**config.mk**
```make
export PLATFORM = sky130hd
export DESIGN_NAME = hilo_acc_unit
export DESIGN_NICKNAME = d
export VERILOG_FILES = /design/src/rtl/hilo_acc_unit_pkg.sv /design/src/rtl/hilo_addsub.sv /design/src/rtl/hilo_acc_unit.sv
export SDC_FILE = /design/constraint.sdc
export NUM_CORES = 1
export LEC_CHECK = 0
export CORE_ASPECT_RATIO = 1.75
export CORE_MARGIN = 10
export CORE_UTILIZATION = 40
export CTS_CLUSTER_SIZE = 24
export DETAILED_ROUTE_END_ITERATION = 8
export HOLD_SLACK_MARGIN = 0.12
export PLACE_DENSITY = 0.77
export SKIP_LAST_GASP = 1
export SLEW_MARGIN = 15
export SYNTH_ARGS = -nofsm -noshare
export SYNTH_HDL_FRONTEND = slang
export SYNTH_SLANG_ARGS = --single-unit
export TNS_END_PERCENT = 30
```
**constraint.sdc**
```tcl
create_clock -name clk -period 4.37 [get_ports clk]
set_input_delay 0.874 -clock clk [delete_from_list [all_inputs] [get_ports clk]]
set_output_delay 0.874 -clock clk [all_outputs]
set_load 0.01 [all_outputs]
```
**src/rtl/hilo_acc_unit_pkg.sv**
```systemverilog
// Shared definitions for the HI/LO accumulate unit: op codes, FSM states,
// and the common 32-bit register-bus types.
package hilo_acc_unit_pkg;

    localparam int REG_BUS_W = 32;
    typedef logic [REG_BUS_W-1:0] reg_bus_t;
    localparam reg_bus_t ZERO_WORD = '0;

    typedef enum logic [2:0] {
        HILO_NOP   = 3'd0,
        HILO_WHI   = 3'd1,
        HILO_WLO   = 3'd2,
        HILO_WBOTH = 3'd3,
        HILO_MADD  = 3'd4,
        HILO_MSUB  = 3'd5
    } hilo_op_e;

    typedef enum logic [1:0] {
        HILO_IDLE   = 2'd0,
        HILO_ACC_LO = 2'd1,
        HILO_ACC_HI = 2'd2
    } hilo_state_e;

endpackage

```
**src/rtl/hilo_addsub.sv**
```systemverilog
// Combinational DATA_W add/subtract with carry-in and carry-out.
// In subtract mode ci is a borrow-in and co is the borrow-out.
module hilo_addsub #(
    parameter int DATA_W = 32
) (
    input  logic [DATA_W-1:0] a,
    input  logic [DATA_W-1:0] b,
    input  logic              ci,
    input  logic              sub,
    output logic [DATA_W-1:0] s,
    output logic              co
);

    logic [DATA_W:0] a_ext;
    logic [DATA_W:0] b_ext;
    logic [DATA_W:0] c_ext;
    logic [DATA_W:0] res_ext;

    always_comb begin
        a_ext = {1'b0, a};
        b_ext = {1'b0, b};
        c_ext = {{DATA_W{1'b0}}, ci};
        // With a zero-extended minuend, the top bit of a negative result is the borrow.
        if (sub) res_ext = a_ext - b_ext - c_ext;
        else     res_ext = a_ext + b_ext + c_ext;
        s  = res_ext[DATA_W-1:0];
        co = res_ext[DATA_W];
    end

endmodule

```
**src/rtl/hilo_acc_unit.sv**
```systemverilog
// HI/LO special-register unit: direct writes plus a two-cycle MADD/MSUB
// accumulate that commits HI and LO on the same edge.
module hilo_acc_unit
    import hilo_acc_unit_pkg::*;
#(
    parameter int DATA_W = 32,
    parameter int OP_W   = 3
) (
    input  logic                clk,
    input  logic                rst,
    input  logic                op_valid,
    output logic                op_ready,
    input  logic [OP_W-1:0]     op_code,
    input  logic [DATA_W-1:0]   hi_i,
    input  logic [DATA_W-1:0]   lo_i,
    input  logic [2*DATA_W-1:0] acc_i,
    input  logic                flush,
    output logic [DATA_W-1:0]   hi_o,
    output logic [DATA_W-1:0]   lo_o,
    output logic                done_o
);

    hilo_state_e       state_q, state_d;
    logic [DATA_W-1:0] hi_q, hi_d;
    logic [DATA_W-1:0] lo_q, lo_d;
    logic              done_q, done_d;
    logic [DATA_W-1:0] acc_hi_q, acc_hi_d;
    logic [DATA_W-1:0] lo_sum_q, lo_sum_d;
    logic              carry_q, carry_d;
    logic              sub_q, sub_d;

    logic              op_is_msub;
    logic [DATA_W-1:0] lo_sum;
    logic              lo_co;
    logic [DATA_W-1:0] hi_new;
    logic              hi_co_unused;

    assign op_is_msub = (op_code == OP_W'(HILO_MSUB));

    hilo_addsub #(.DATA_W(DATA_W)) u_lo_addsub (
        .a   (lo_q),
        .b   (acc_i[DATA_W-1:0]),
        .ci  (1'b0),
        .sub (op_is_msub),
        .s   (lo_sum),
        .co  (lo_co)
    );

    // High half uses only latched operands so the commit cycle is independent of inputs.
    hilo_addsub #(.DATA_W(DATA_W)) u_hi_addsub (
        .a   (hi_q),
        .b   (acc_hi_q),
        .ci  (carry_q),
        .sub (sub_q),
        .s   (hi_new),
        .co  (hi_co_unused)
    );

    always_comb begin
        state_d  = state_q;
        hi_d     = hi_q;
        lo_d     = lo_q;
        done_d   = 1'b0;
        acc_hi_d = acc_hi_q;
        lo_sum_d = lo_sum_q;
        carry_d  = carry_q;
        sub_d    = sub_q;

        case (state_q)
            HILO_IDLE: begin
                if (op_valid && !flush) begin
                    case (op_code)
                        OP_W'(HILO_WHI):   hi_d = hi_i;
                        OP_W'(HILO_WLO):   lo_d = lo_i;
                        OP_W'(HILO_WBOTH): begin
                            hi_d = hi_i;
                            lo_d = lo_i;
                        end
                        OP_W'(HILO_MADD), OP_W'(HILO_MSUB): begin
                            acc_hi_d = acc_i[2*DATA_W-1:DATA_W];
                            sub_d    = op_is_msub;
                            lo_sum_d = lo_sum;
                            carry_d  = lo_co;
                            state_d  = HILO_ACC_LO;
                        end
                        default: ;
                    endcase
                end
            end
            HILO_ACC_LO: begin
                if (flush) begin
                    state_d = HILO_IDLE;
                end else begin
                    hi_d    = hi_new;
                    lo_d    = lo_sum_q;
                    done_d  = 1'b1;
                    state_d = HILO_ACC_HI;
                end
            end
            HILO_ACC_HI: state_d = HILO_IDLE;
            default:     state_d = HILO_IDLE;
        endcase
    end

    always_ff @(posedge clk or posedge rst) begin
        if (rst) begin
            state_q  <= HILO_IDLE;
            hi_q     <= DATA_W'(ZERO_WORD);
            lo_q     <= DATA_W'(ZERO_WORD);
            done_q   <= 1'b0;
            acc_hi_q <= '0;
            lo_sum_q <= '0;
            carry_q  <= 1'b0;
            sub_q    <= 1'b0;
        end else begin
            state_q  <= state_d;
            hi_q     <= hi_d;
            lo_q     <= lo_d;
            done_q   <= done_d;
            acc_hi_q <= acc_hi_d;
            lo_sum_q <= lo_sum_d;
            carry_q  <= carry_d;
            sub_q    <= sub_d;
        end
    end

    assign op_ready = (state_q == HILO_IDLE);
    assign hi_o     = hi_q;
    assign lo_o     = lo_q;
    assign done_o   = done_q;

endmodule

```
======== After elaboration in Yosys (flattened, before gate mapping) ========
Cells that the tools add are included.
Widths: inputs -> output; s select.
cells by class
  $add $sub $neg .......................... 6
  equality and inequality tests ........... 11
  multiplexer cells ....................... 16
  reductions and logical operators ........ 11
operators by type and width
  kind                count
  $mux 32             7
  $pmux 32 s2         2
  $add 32x32->33      1
  $mux 33             1
  $sub 32x32->33      1
  $add 32x1->32       1
  $add 32x32->32      1
  $sub 32x1->32       1
  $sub 32x32->32      1
  $reduce_and 4->1    2
  $eq 3x2->1 const B  2
  $eq 3x3->1 const B  2
  $mux 2              3
  $ne 2x2->1 const B  3
  $reduce_or 2->1     3
  $ne 2x1->1 const B  2
  $pmux 2 s2          1
  $eq 3x1->1 const B  1
  $reduce_and 3->1    1
  $eq 2x1->1 const B  1
  $logic_not 2->1     1
  $mux 1              2
  $reduce_and 2->1    1
  $reduce_bool 2->1   1
  other kinds (2)     2
storage, ports and cells
  flip-flop bits (word level) ............. 133
  input bits .............................. 135
  output and inout port bits .............. 66
  logic and storage cells ................. 52

======== Logic depth before layout (Yosys ltp) ========
Gate-level depths: netlist of the first run.
  word-level depth ........................ 5
  mapped depth ............................ 17
  mapped depth without buffers ............ 17

======== Modules after synthesis ========
Synthesis of the first run repeated with hierarchy kept, for this count alone.
unflattened totals
  cells, all modules ...................... 1,741
  area, all modules ....................... 14,998.1 um^2
modules (own cells, without submodules)
  module                     times used  cells each  area each (um^2)
  hilo_acc_unit              1           437         6,070.8
  hilo_addsub (u_hi_addsub)  1           660         4,589.4
  hilo_addsub (u_lo_addsub)  1           644         4,337.9

======== Worst setup path before layout of the first run ========
No wires, ideal clock.
  kind .................................... input -> register
  start point ............................. input acc_i[7]
  end point ............................... register lo_sum_q[31]
  setup time .............................. 128 ps
  data arrival time ....................... 4,412 ps
  data required time ...................... 4,242 ps
  setup slack ............................. -170 ps
  stages on the path ...................... 15
  path buffers ............................ 0
  cell sequence ........................... or4_4 > or2_2 > or3_1 > o41ai_1 > xor2_1 > ha_1 > nand4_1 > or2_2 > nor4b_1 > o21ai_0 > o211ai_1 > a221oi_1 > a221oi_1 > mux2i_1 > nand3_1
on the way
  cells in the longest elaborated chain, start to end .. 2
  elaborated cells between the ends (all ways) .. 3
  classes of those cells .................. add/sub: 2; mux: 1
ends and longest elaborated chain
  item                                                     RTL line                              source
  start: declaration                                       hilo_acc_unit.sv:16                   input logic [2*DATA_W-1:0] acc_i,
  $add 32x32->33 / $sub 32x32->33 (equally long branches)  hilo_addsub.sv:25, hilo_addsub.sv:24
  $mux 33 *                                                hilo_addsub.sv:24                     if (sub) res_ext = a_ext - b_ext - c_ext;
  end signal: assignment                                   hilo_acc_unit.sv:121                  lo_sum_q <= lo_sum_d;
  end: declaration                                         hilo_acc_unit.sv:28                   logic [DATA_W-1:0] lo_sum_q, lo_sum_d;
Mark *: on every way between the ends. The rest lies on a longest branch, timed or not.
A chain may end at the register's enable or synchronous reset.

======== Final worst setup path of the first run ========
  start point ............................. input acc_i[10]
  end point ............................... register lo_sum_q[31]
Same word-level chain as after synthesis.

==> reports/metrics.yaml, run 1 <==
crit_path_max_fanout: 4
clk_pin_slew_worst_paths_ns: 0.06
synthArstFlopShare: 1.00
fp.coreArea_um2: 28700
max-vdd-ir-drop_v: 0.000334
pin_count: 201
viasPerCell: 5.46
routed_wl_um: 40600
yosys.area.top_type: "dfrtp_1"
hold_class: "flop to flop"
drc: 0
rsz0062_at_grt: "true"
criticalPathCategory: "input pin to flop"
hp-start: "lo_sum_q[16]"
ys_seq_area_frac: 0.285
fin_crit_sh: 0.975
fin_area_um2: 16000
yosys_warnings: 0
crit_arrival_ns: 4.59
worstHoldPathCells: 2
rows: 82
syn_inst: 1454
drtIter0Drc: 609
worst_setup_path_start_kind: "input pin"
status: "finished clean"
synth_edf_count: 0
die_area_um2: 36700
vias: 11800
clock_latency_ns: 0.45
fillerInstances: 2632
crit_path_end_kind: "flop"
finalCriticalPeriod_ns: 4.26
ys_ff_latch: 133
dieWidth_um: 149
synth_common_cells: "236 x nand2_1, 133 x dfrtp_1, 133 x o21ai_0"
grt_use_total: 0.217
grt-ovfl-total: 0
nNetsFinal: 2037
grt_antenna_before_repair: 2
r2r_setup_slack_ns: 0.67
finalWeightedCongestion: 1.00
reg2regPathDepth: 12
setup-violations-final: 0
r2r_end: "hi_o[28]"
cts.htree.levels: 4
fmaxAchievable_mhz: 235
initial_core_util: 0.406
cts.sink_count: 133
required_ns: 4.70
grt_start_max_net_pins: 99
clockBufferDepth: 2
slew_viol_final: 0
final-seq-area_um2: 3330
syn-num-nets: 1717
area_delta_synth_final_pct: 36.9
place_ws_ns: -0.735
holdPathEnd: "lo_sum_q[16]"
whs_ns: 0.483
hold_violations: 0
cts_root_buf: "clkbuf_16"
cts_tree: "done"
fin_ws_ns: 0.107
syn_area_per_cell_um2: 8.03
fin_cells: 2166
cts_made_buffers: 17
r2r-start: "acc_hi_q[19]"
synth_top_area_share: 0.285
synth_top_cells_by_area: "dfrtp_1 29%, ha_1 13%, nand2_1 7.6%"
grt_first_pass_wirelength_um: 63300
placed_area_um2: 15100
synth_most_common_cell: "nand2_1"
dieHeight_um: 246
placedCellCount: 2120
finClkSkew_ns: 0.00616
post-dp-hpwl_um: 31800
multi_input_area_um2: 7930
tightest_slew_ns: 1.05
leakage_uw: 0.00758
grt_pass1_vias: 12100
slew_headroom: 0.299
synthFlopType: "dfrtp_1"
powerDensity_nw_per_um2: 505
ys_types: 77
max-cap-violations: 0
dr.pass1.iters: 5
wl_per_cell_um: 18.7
drive_gt1_frac: 0.142
antenna_left: 0
portBuffers: 200
synth_area_um2: 11700
-- registers in the layout, indices dropped and copies added, names as in the netlist --
signal    count
lo_sum_q     32
done_o        1
acc_hi_q     32
carry_q       1
state_q       2
hi_o         32
lo_o         32
sub_q         1
-- worst max-delay path, cell delays in order --
cell and delay (ns):
dlymetal6s2s_1 0.14, nor4_2 0.33, or2b_1 0.28, buf_4 0.15, or4b_4 0.58, or4_4 0.54, o31ai_4 0.29, xor2_1 0.12
ha_2 0.36, a21oi_1 0.10, nor2b_2 0.19, nor3_2 0.07, a221oi_2 0.30, mux2i_1 0.22, nand3_1 0.08
-- area by class of cell --
| type | count | area share |
|---|---|---|
| tap | 378 | 0.0296 |
| timing repair buffer | 357 | 0.202 |
| multi-input combinational | 1147 | 0.496 |
| inverter | 118 | 0.0280 |
| antenna | 1 | 0.000157 |
| sequential | 133 | 0.208 |
| clock inverter | 13 | 0.00775 |
| clock buffer | 19 | 0.0283 |
-- kinds of logic (layout without fill, tap and decap cells) --
| group | Yosys count | after routing | share of synthesized area |
|---|---|---|---|
| compound gates | 423 | 423 | 0.229 |
| xor+xnor | 109 | 109 | 0.0818 |
| fa+ha+maj | 128 | 128 | 0.140 |
| buf+inv | 174 | 507 | 0.0561 |
| flops | 133 | 133 | 0.285 |
| mux | 40 | 40 | 0.0344 |
| other cells | 0 | 1 | 0 |
| simple gates | 447 | 447 | 0.173 |
-- where the power goes --
part           switching [uW]  internal, uW  leakage [uW]
clock                     624           819      0.000277
sequential                316          1560       0.00164
combinational            2570          2190       0.00567
total                    3510          4560       0.00758
-- worst max-delay path by stage --
| stage | start | slack (ns) | to | cells after the start |
|---|---|---|---|---|
| 6_report | acc_i[10] | 0.11 | lo_sum_q[31] | 15 |
| 5_1_grt | op_code[2] | -0.05 | lo_sum_q[18] | 18 |
| 4_1_cts | acc_i[8] | -0.02 | lo_sum_q[25] | 18 |
| 3_5_place_dp | acc_i[7] | -0.74 | lo_sum_q[29] | 17 |
| 3_3_place_gp | acc_i[7] | -0.65 | carry_q | 16 |
| 2_1_floorplan | acc_i[7] | 0.007 | carry_q | 15 |
-- per-stage QoR --
stage | utilization | power, uW | setup TNS [ns]
detailed placement | 0.526 | 6480 | -9.83
global route | 0.556 | 8690 | -0.147
finish | 0.556 | 8070 | 0
CTS | 0.550 | 8020 | -0.0161
global placement | 0.526 | 6380 | -8.75
floorplan | - | 4840 | 0
-- layout by cell type, fill, tap and decap left out, types with 39 or more instances in the layout --
cell	instances
xnor2_1	63
nor2_1	71
inv_1	114
dfrtp_1	133
xor2_1	46
ha_1	121
a21oi_1	98
clkdlybuf4s50_1	191
mux2i_1	39
o21ai_0	125
buf_4	153
nand2_1	234
-- layer usage --
metal | global-route usage | wire length, um | vias to the layer above
met5 | 0 | 18 | -
li1 | - | - | 5767
met3 | 0.0435 | 2000 | 106
met2 | 0.418 | 22300 | 361
met4 | 0.103 | 1740 | 2
met1 | 0.214 | 14500 | 5599
-- what timing repair did --
| item | CTS | global route |
|---|---|---|
| buffers inserted | 9 | 5 |
| gates resized for setup | 17 | 42 |
| hold buffers | 0 | 0 |
| pin swaps | 19 | 37 |
| endpoints found under the setup margin | 13 | 16 |
No activity file was read; power rests on OpenSTA's default activity.
==> run 2, diff against run 1 <==
Settings changed: CTS_BUF_LIST set to sky130_fd_sc_hd__clkbuf_4.
==> run 2 against run 1 <==
Compared with the run above:
- non-clock buffer count is 13 lower
- register-to-register slack got worse by 0.04 ns
- critical path depth up 1
- wire length is 1.5% lower
- largest power group unchanged
==> reports/metrics.yaml, run 2 (same netlist as run 1, synthesis figures left out) <==
viasPerCell: 5.44  # was 5.46
max-vdd-ir-drop_v: 0.000206  # was 0.000334 V
crit_arrival_ns: 4.83  # was 4.59 ns
worst_setup_path_start_kind: "input pin"  # unchanged
cts_made_buffers: 17  # unchanged
area_delta_synth_final_pct: 32.3  # was 36.9%
crit_path_end_kind: "flop"  # unchanged
fin_crit_sh: 0.986  # was 0.975
clk_pin_slew_worst_paths_ns: 0.14  # was 0.06 ns
routed_wl_um: 40000  # was 40600 um
drive_gt1_frac: 0.121  # was 0.142
path_cells: "clkdlybuf4s50_1 > or4_4 > or2_4 > or3_4 > o41ai_2 > xor2_1 > ha_1 > nand4_1 > or2_4 > nor4b_2 > o21ai_1 > o211ai_1 > a221oi_4 > a221oi_2 > mux2i_1 > nand3_1"  # was dlymetal6s2s_1 > nor4_2 > or2b_1 > buf_4 > or4b_4 > or4_4 > o31ai_4 > xor2_1 > ha_2 > a21oi_1 > nor2b_2 > nor3_2 > a221oi_2 > mux2i_1 > nand3_1
ctsHoldBuffers: 0  # unchanged
rows: 82  # unchanged
powerDensity_nw_per_um2: 478  # was 505 nW/um2
placed_area_um2: 15100  # unchanged
initial_core_util: 0.406  # unchanged
setup-violations-final: 0  # unchanged
cts.htree.levels: 4  # unchanged
die_area_um2: 36700  # unchanged
total_power_uw: 7390  # was 8070 uW
place_ws_ns: -0.735  # unchanged
clockBufferDepth: 2  # unchanged
grt_use_total: 0.216  # was 0.217
finalCriticalPeriod_ns: 4.31  # was 4.26 ns
required_ns: 4.90  # was 4.70 ns
post-cts-setup-buffer-count: 0  # was 9
slew_viol_final: 0  # unchanged
fillerInstances: 2714  # was 2632
clock_latency_ns: 0.64  # was 0.45 ns
dr.pass1.iters: 5  # unchanged
grt_start_max_net_pins: 99  # unchanged
cts.sink_count: 133  # unchanged
nNetsFinal: 2024  # was 2037
max-cap-violations: 0  # unchanged
path_buf_inv: 1  # was 2
crit_path_max_fanout: 4  # unchanged
layout.cells.most_common: "nand2_1"  # unchanged
wl_per_cell_um: 18.6  # was 18.7 um
grt_first_pass_wirelength_um: 62900  # was 63300 um
post-dp-hpwl_um: 31800  # unchanged
final_util: 0.538  # was 0.556
slew_headroom: 0.294  # was 0.299
dieHeight_um: 246  # unchanged
finClkSkew_ns: 0.0242  # was 0.00616 ns
vias: 11700  # was 11800
cts_tree: "done"  # unchanged
criticalPathCategory: "input pin to flop"  # unchanged
leakage_uw: 0.00730  # was 0.00758 uW
portBuffers: 200  # unchanged
antenna_left: 0  # unchanged
tns_ns: 0  # unchanged
fp.coreArea_um2: 28700  # unchanged
pin_count: 201  # unchanged
critPathSlowestCell: "or4_4"  # was or4b_4
cts_root_buf: "clkbuf_4"  # was clkbuf_16
fin_ws_ns: 0.0631  # was 0.107 ns
dieWidth_um: 149  # unchanged
grt_pass1_vias: 12000  # was 12100
fin_area_um2: 15400  # was 16000 um2
tightest_slew_ns: 1.06  # was 1.05 ns
grt_antenna_before_repair: 3  # was 2
grt-ovfl-total: 0  # unchanged
crit_path_frequent_cell: "or2_4"
drtIter0Drc: 655  # was 609
hold_violations: 0  # unchanged
critPathTopFamily: "simple AND/OR/NAND/NOR gates"  # unchanged
critPathMaxStageDelay_ns: 0.55  # was 0.58 ns
rsz0062_at_grt: "true"  # unchanged
final_cell_mix: "236 x nand2_1, 200 x clkdlybuf4s50_1, 142 x buf_4, 133 x dfrtp_1, 127 x o21ai_0"  # was 234 x nand2_1, 191 x clkdlybuf4s50_1, 153 x buf_4, 133 x dfrtp_1, 125 x o21ai_0
fmaxAchievable_mhz: 232  # was 235 MHz
drc: 0  # unchanged
hold_class: "flop to flop"  # unchanged
finalWeightedCongestion: 1.00  # unchanged
status: "finished clean"  # unchanged
-- run 2: worst reg2reg max path, stage by stage, from the launching register on --
cell and delay [ns]:
dfrtp_1 0.46, ha_1 0.47, inv_1 0.16, ha_1 0.41, a21o_1 0.21, a221oi_1 0.36, o21ai_0 0.14, o21a_1 0.18
a211o_1 0.35, a2111oi_0 0.48, nor2_1 0.12, mux2i_1 0.16, o211ai_1 0.11
-- run 2: final timing paths --
path	startpoint	end	slack, ns	cells past startpoint
hold reg to reg	lo_sum_q[16]	lo_sum_q[16]	0.50	2
setup reg to reg	acc_hi_q[19]	hi_o[28]	0.63	12
setup / recovery	acc_i[7]	lo_sum_q[31]	0.06	16
max in group asynchronous	rst	lo_sum_q[19]	3.02	3
min in group asynchronous	rst	lo_o[2]	0.54	2
hold / removal	lo_sum_q[16]	lo_sum_q[16]	0.50	2
-- run 2: metrics by stage --
stage,hold slack [ns],instances
final,0.497,2154
after global routing,0.475,2153
after CTS,0.470,2152
after detailed placement,0.472,2120
after global placement,0.462,2120
after floorplan,0.438,1454
-- run 2: final cells by class --
class	instances	area, um2	share of cell area
Multi-Input combinational cell	1147	7820	0.507
Inverter	118	447	0.0289
Antenna cell	2	5.00	0.000324
Sequential cell	133	3330	0.216
Timing Repair Buffer	344	3110	0.201
Tap cell	378	473	0.0306
Clock buffer	17	128	0.00826
Clock inverter	15	131	0.00851
-- run 2: timing repair --
action / 4_1_cts / 5_1_grt
gates cloned: 0 / 0
endpoints found under the setup margin: 1 / 13
resized for setup: 1 / 15
pin swaps: 1 / 8
-- run 2: power by group --
part | switching [uW] | leakage [uW] | internal [uW] | total [uW]
Sequential | 317 | 0.00164 | 1550 | 1870
Clock | 557 | 0.000134 | 284 | 841
Combinational | 2530 | 0.00553 | 2150 | 4680
Total | 3400 | 0.00730 | 3980 | 7390
-- run 2: metal layers --
layer	track usage	wire, um
met1	0.213	14500
met5	0	20
met3	0.0470	1920
met4	0.0941	1420
met2	0.417	22100
==> run 3, diff against run 2 <==
Settings changed: CTS_BUF_LIST sky130_fd_sc_hd__clkbuf_4 to sky130_fd_sc_hd__clkbuf_16.
==> run 3 against run 2 <==
Compared with the run above:
- final cell count increased by 0.56%
- largest power group unchanged
- critical path type unchanged
- non-clock buffer count is 13 higher
- utilization increased by 1.8 points
- sequential cell count unchanged
- worst hold slack got worse by 0.014 ns
- clock-buffer cell count unchanged
- highest routed layer unchanged
- register-to-register slack improved by 0.06 ns
==> reports/metrics.yaml, run 3 (same netlist as run 1, synthesis figures left out) <==
viasPerCell: 5.47  # was 5.44
cts.htree.levels: 4  # unchanged
power_frac_seq: 0.233  # was 0.253
dieWidth_um: 149  # unchanged
max-vdd-ir-drop_v: 0.000333  # was 0.000206 V
fp.coreArea_um2: 28700  # unchanged
place_ws_ns: -0.735  # unchanged
clock_latency_ns: 0.45  # was 0.64 ns
layout.cells.most_common: "nand2_1"  # unchanged
clockBufferDepth: 2  # unchanged
post-dp-hpwl_um: 31800  # unchanged
crit_path_max_fanout: 4  # unchanged
tightest_slew_ns: 1.06  # about the same
max-cap-violations: 0  # unchanged
rsz0062_at_grt: "true"  # unchanged
clock_power_share: 0.175  # was 0.114
clk_pin_slew_worst_paths_ns: 0.06  # was 0.14 ns
p_sw_uw: 3500  # was 3400 uW
initial_core_util: 0.406  # unchanged
finalCriticalPeriod_ns: 4.28  # was 4.31 ns
path_cells: "dlymetal6s2s_1 > nor4_2 > or2b_1 > buf_4 > or4b_4 > or4_4 > o31ai_4 > xor2_1 > ha_2 > a21oi_1 > nor2b_2 > nor3_2 > a221oi_2 > mux2i_1 > nand3_1"  # was clkdlybuf4s50_1 > or4_4 > or2_4 > or3_4 > o41ai_2 > xor2_1 > ha_1 > nand4_1 > or2_4 > nor4b_2 > o21ai_1 > o211ai_1 > a221oi_4 > a221oi_2 > mux2i_1 > nand3_1
critPathMaxStageDelay_ns: 0.58  # was 0.55 ns
power.internal_uw: 4530  # was 3980 uW
hold_violations: 0  # unchanged
cts.sink_count: 133  # unchanged
dr.pass1.iters: 5  # unchanged
die_area_um2: 36700  # unchanged
finalWeightedCongestion: 1.00  # unchanged
cts_tree: "done"  # unchanged
powerDensity_nw_per_um2: 504  # was 478 nW/um2
wl_per_cell_um: 18.7  # was 18.6 um
vias: 11800  # was 11700
fin_crit_sh: 0.979  # was 0.986
required_ns: 4.70  # was 4.90 ns
finClkSkew_ns: 0.00722  # was 0.0242 ns
cts_made_buffers: 17  # unchanged
cts_root_buf: "clkbuf_16"  # was clkbuf_4
dieHeight_um: 246  # unchanged
slew_viol_final: 0  # unchanged
criticalPathCategory: "input pin to flop"  # unchanged
routed_wl_um: 40600  # was 40000 um
crit_path_end_kind: "flop"  # unchanged
grt_first_pass_wirelength_um: 63300  # was 62900 um
leakage_uw: 0.00757  # was 0.00730 uW
power_frac_comb: 0.592  # was 0.633
grt-ovfl-total: 0  # unchanged
hold_class: "flop to flop"  # unchanged
grt_use_total: 0.217  # was 0.216
status: "finished clean"  # unchanged
final_util: 0.555  # was 0.538
antenna_left: 0  # unchanged
rows: 82  # unchanged
ctsHoldBuffers: 0  # unchanged
netSwitchingFraction: 0.436  # was 0.461
grt_start_max_net_pins: 99  # unchanged
area_delta_synth_final_pct: 36.7  # was 32.3%
drtIter0Drc: 637  # was 655
drive_gt1_frac: 0.141  # was 0.121
grt_antenna_before_repair: 2  # was 3
fmaxAchievable_mhz: 234  # was 232 MHz
grt_pass1_vias: 12100  # was 12000
critPathSlowestCell: "or4b_4"  # was or4_4
worst_setup_path_start_kind: "input pin"  # unchanged
final_cell_mix: "234 x nand2_1, 191 x clkdlybuf4s50_1, 153 x buf_4, 133 x dfrtp_1, 124 x o21ai_0"  # was 236 x nand2_1, 200 x clkdlybuf4s50_1, 142 x buf_4, 133 x dfrtp_1, 127 x o21ai_0
setup-violations-final: 0  # unchanged
nNetsFinal: 2037  # was 2024
fin_ws_ns: 0.0907  # was 0.0631 ns
crit_arrival_ns: 4.61  # was 4.83 ns
portBuffers: 200  # unchanged
pin_count: 201  # unchanged
slew_headroom: 0.296  # was 0.294
drc: 0  # unchanged
## run 3: per-stage QoR
step	instances	cell area [um2]	hold WS [ns]	setup TNS [ns]	power, uW
floorplan	1454	11700	0.438	0	4840
global placement	2120	15100	0.462	-8.75	6380
detailed placement	2120	15100	0.472	-9.83	6480
CTS	2161	15800	0.487	-0.0170	7980
global route	2165	16000	0.502	-0.128	8660
finish	2166	16000	0.483	0	8030
## run 3: per-layer routing
layer | GRT usage | vias to the layer above | share of wire
met2 | 0.417 | 363 | 0.55
li1 | - | 5776 | -
met3 | 0.0435 | 109 | 0.049
met1 | 0.214 | 5588 | 0.36
met4 | 0.103 | 2 | 0.043
met5 | 0 | - | 0.00044
## run 3: layout make-up
class	count	area, um2
multi-input cells	1147	7930
repair buffers	357	3220
diodes	1	2.50
clock buffers	17	425
well taps	378	473
inverters	118	447
clock inverters	15	131
flip-flops and latches	133	3330
fillers	2637	12800
## run 3: repair_timing
action	4_1_cts	5_1_grt
pin swaps	19	36
setup endpoints to repair	13	16
setup buffers	9	5
resized for setup	17	43
## run 3: worst max-delay path, delay by kind of cell
family                     cells  cell delay [ns]
and+or+nand+nor                7             2.08
AOI/OAI and AO/OA              3             0.69
adders and majority gates      1             0.36
buffers and inverters          2             0.29
muxes                          1             0.22
xor gates and xnor gates       1             0.12
## run 3: final timing paths
path,slack (ns),cells after the start,startpoint,end
worst max register to register,0.69,13,hi_o[14],hi_o[28]
min in group asynchronous,0.76,2,rst,lo_o[5]
max in group asynchronous,2.82,3,rst,lo_sum_q[19]
worst max-delay path,0.09,15,acc_i[10],lo_sum_q[31]
worst min register to register,0.48,2,lo_sum_q[16],lo_sum_q[16]
worst min-delay path,0.48,2,lo_sum_q[16],lo_sum_q[16]
## run 3: power by group through the flow
stage	registers (uW)	logic [uW]	clock network, uW
global placement	1880	4500	0
global route	1910	5250	1500
finish	1870	4760	1400
floorplan	1840	3000	0
CTS	1880	4670	1440
detailed placement	1890	4590	0
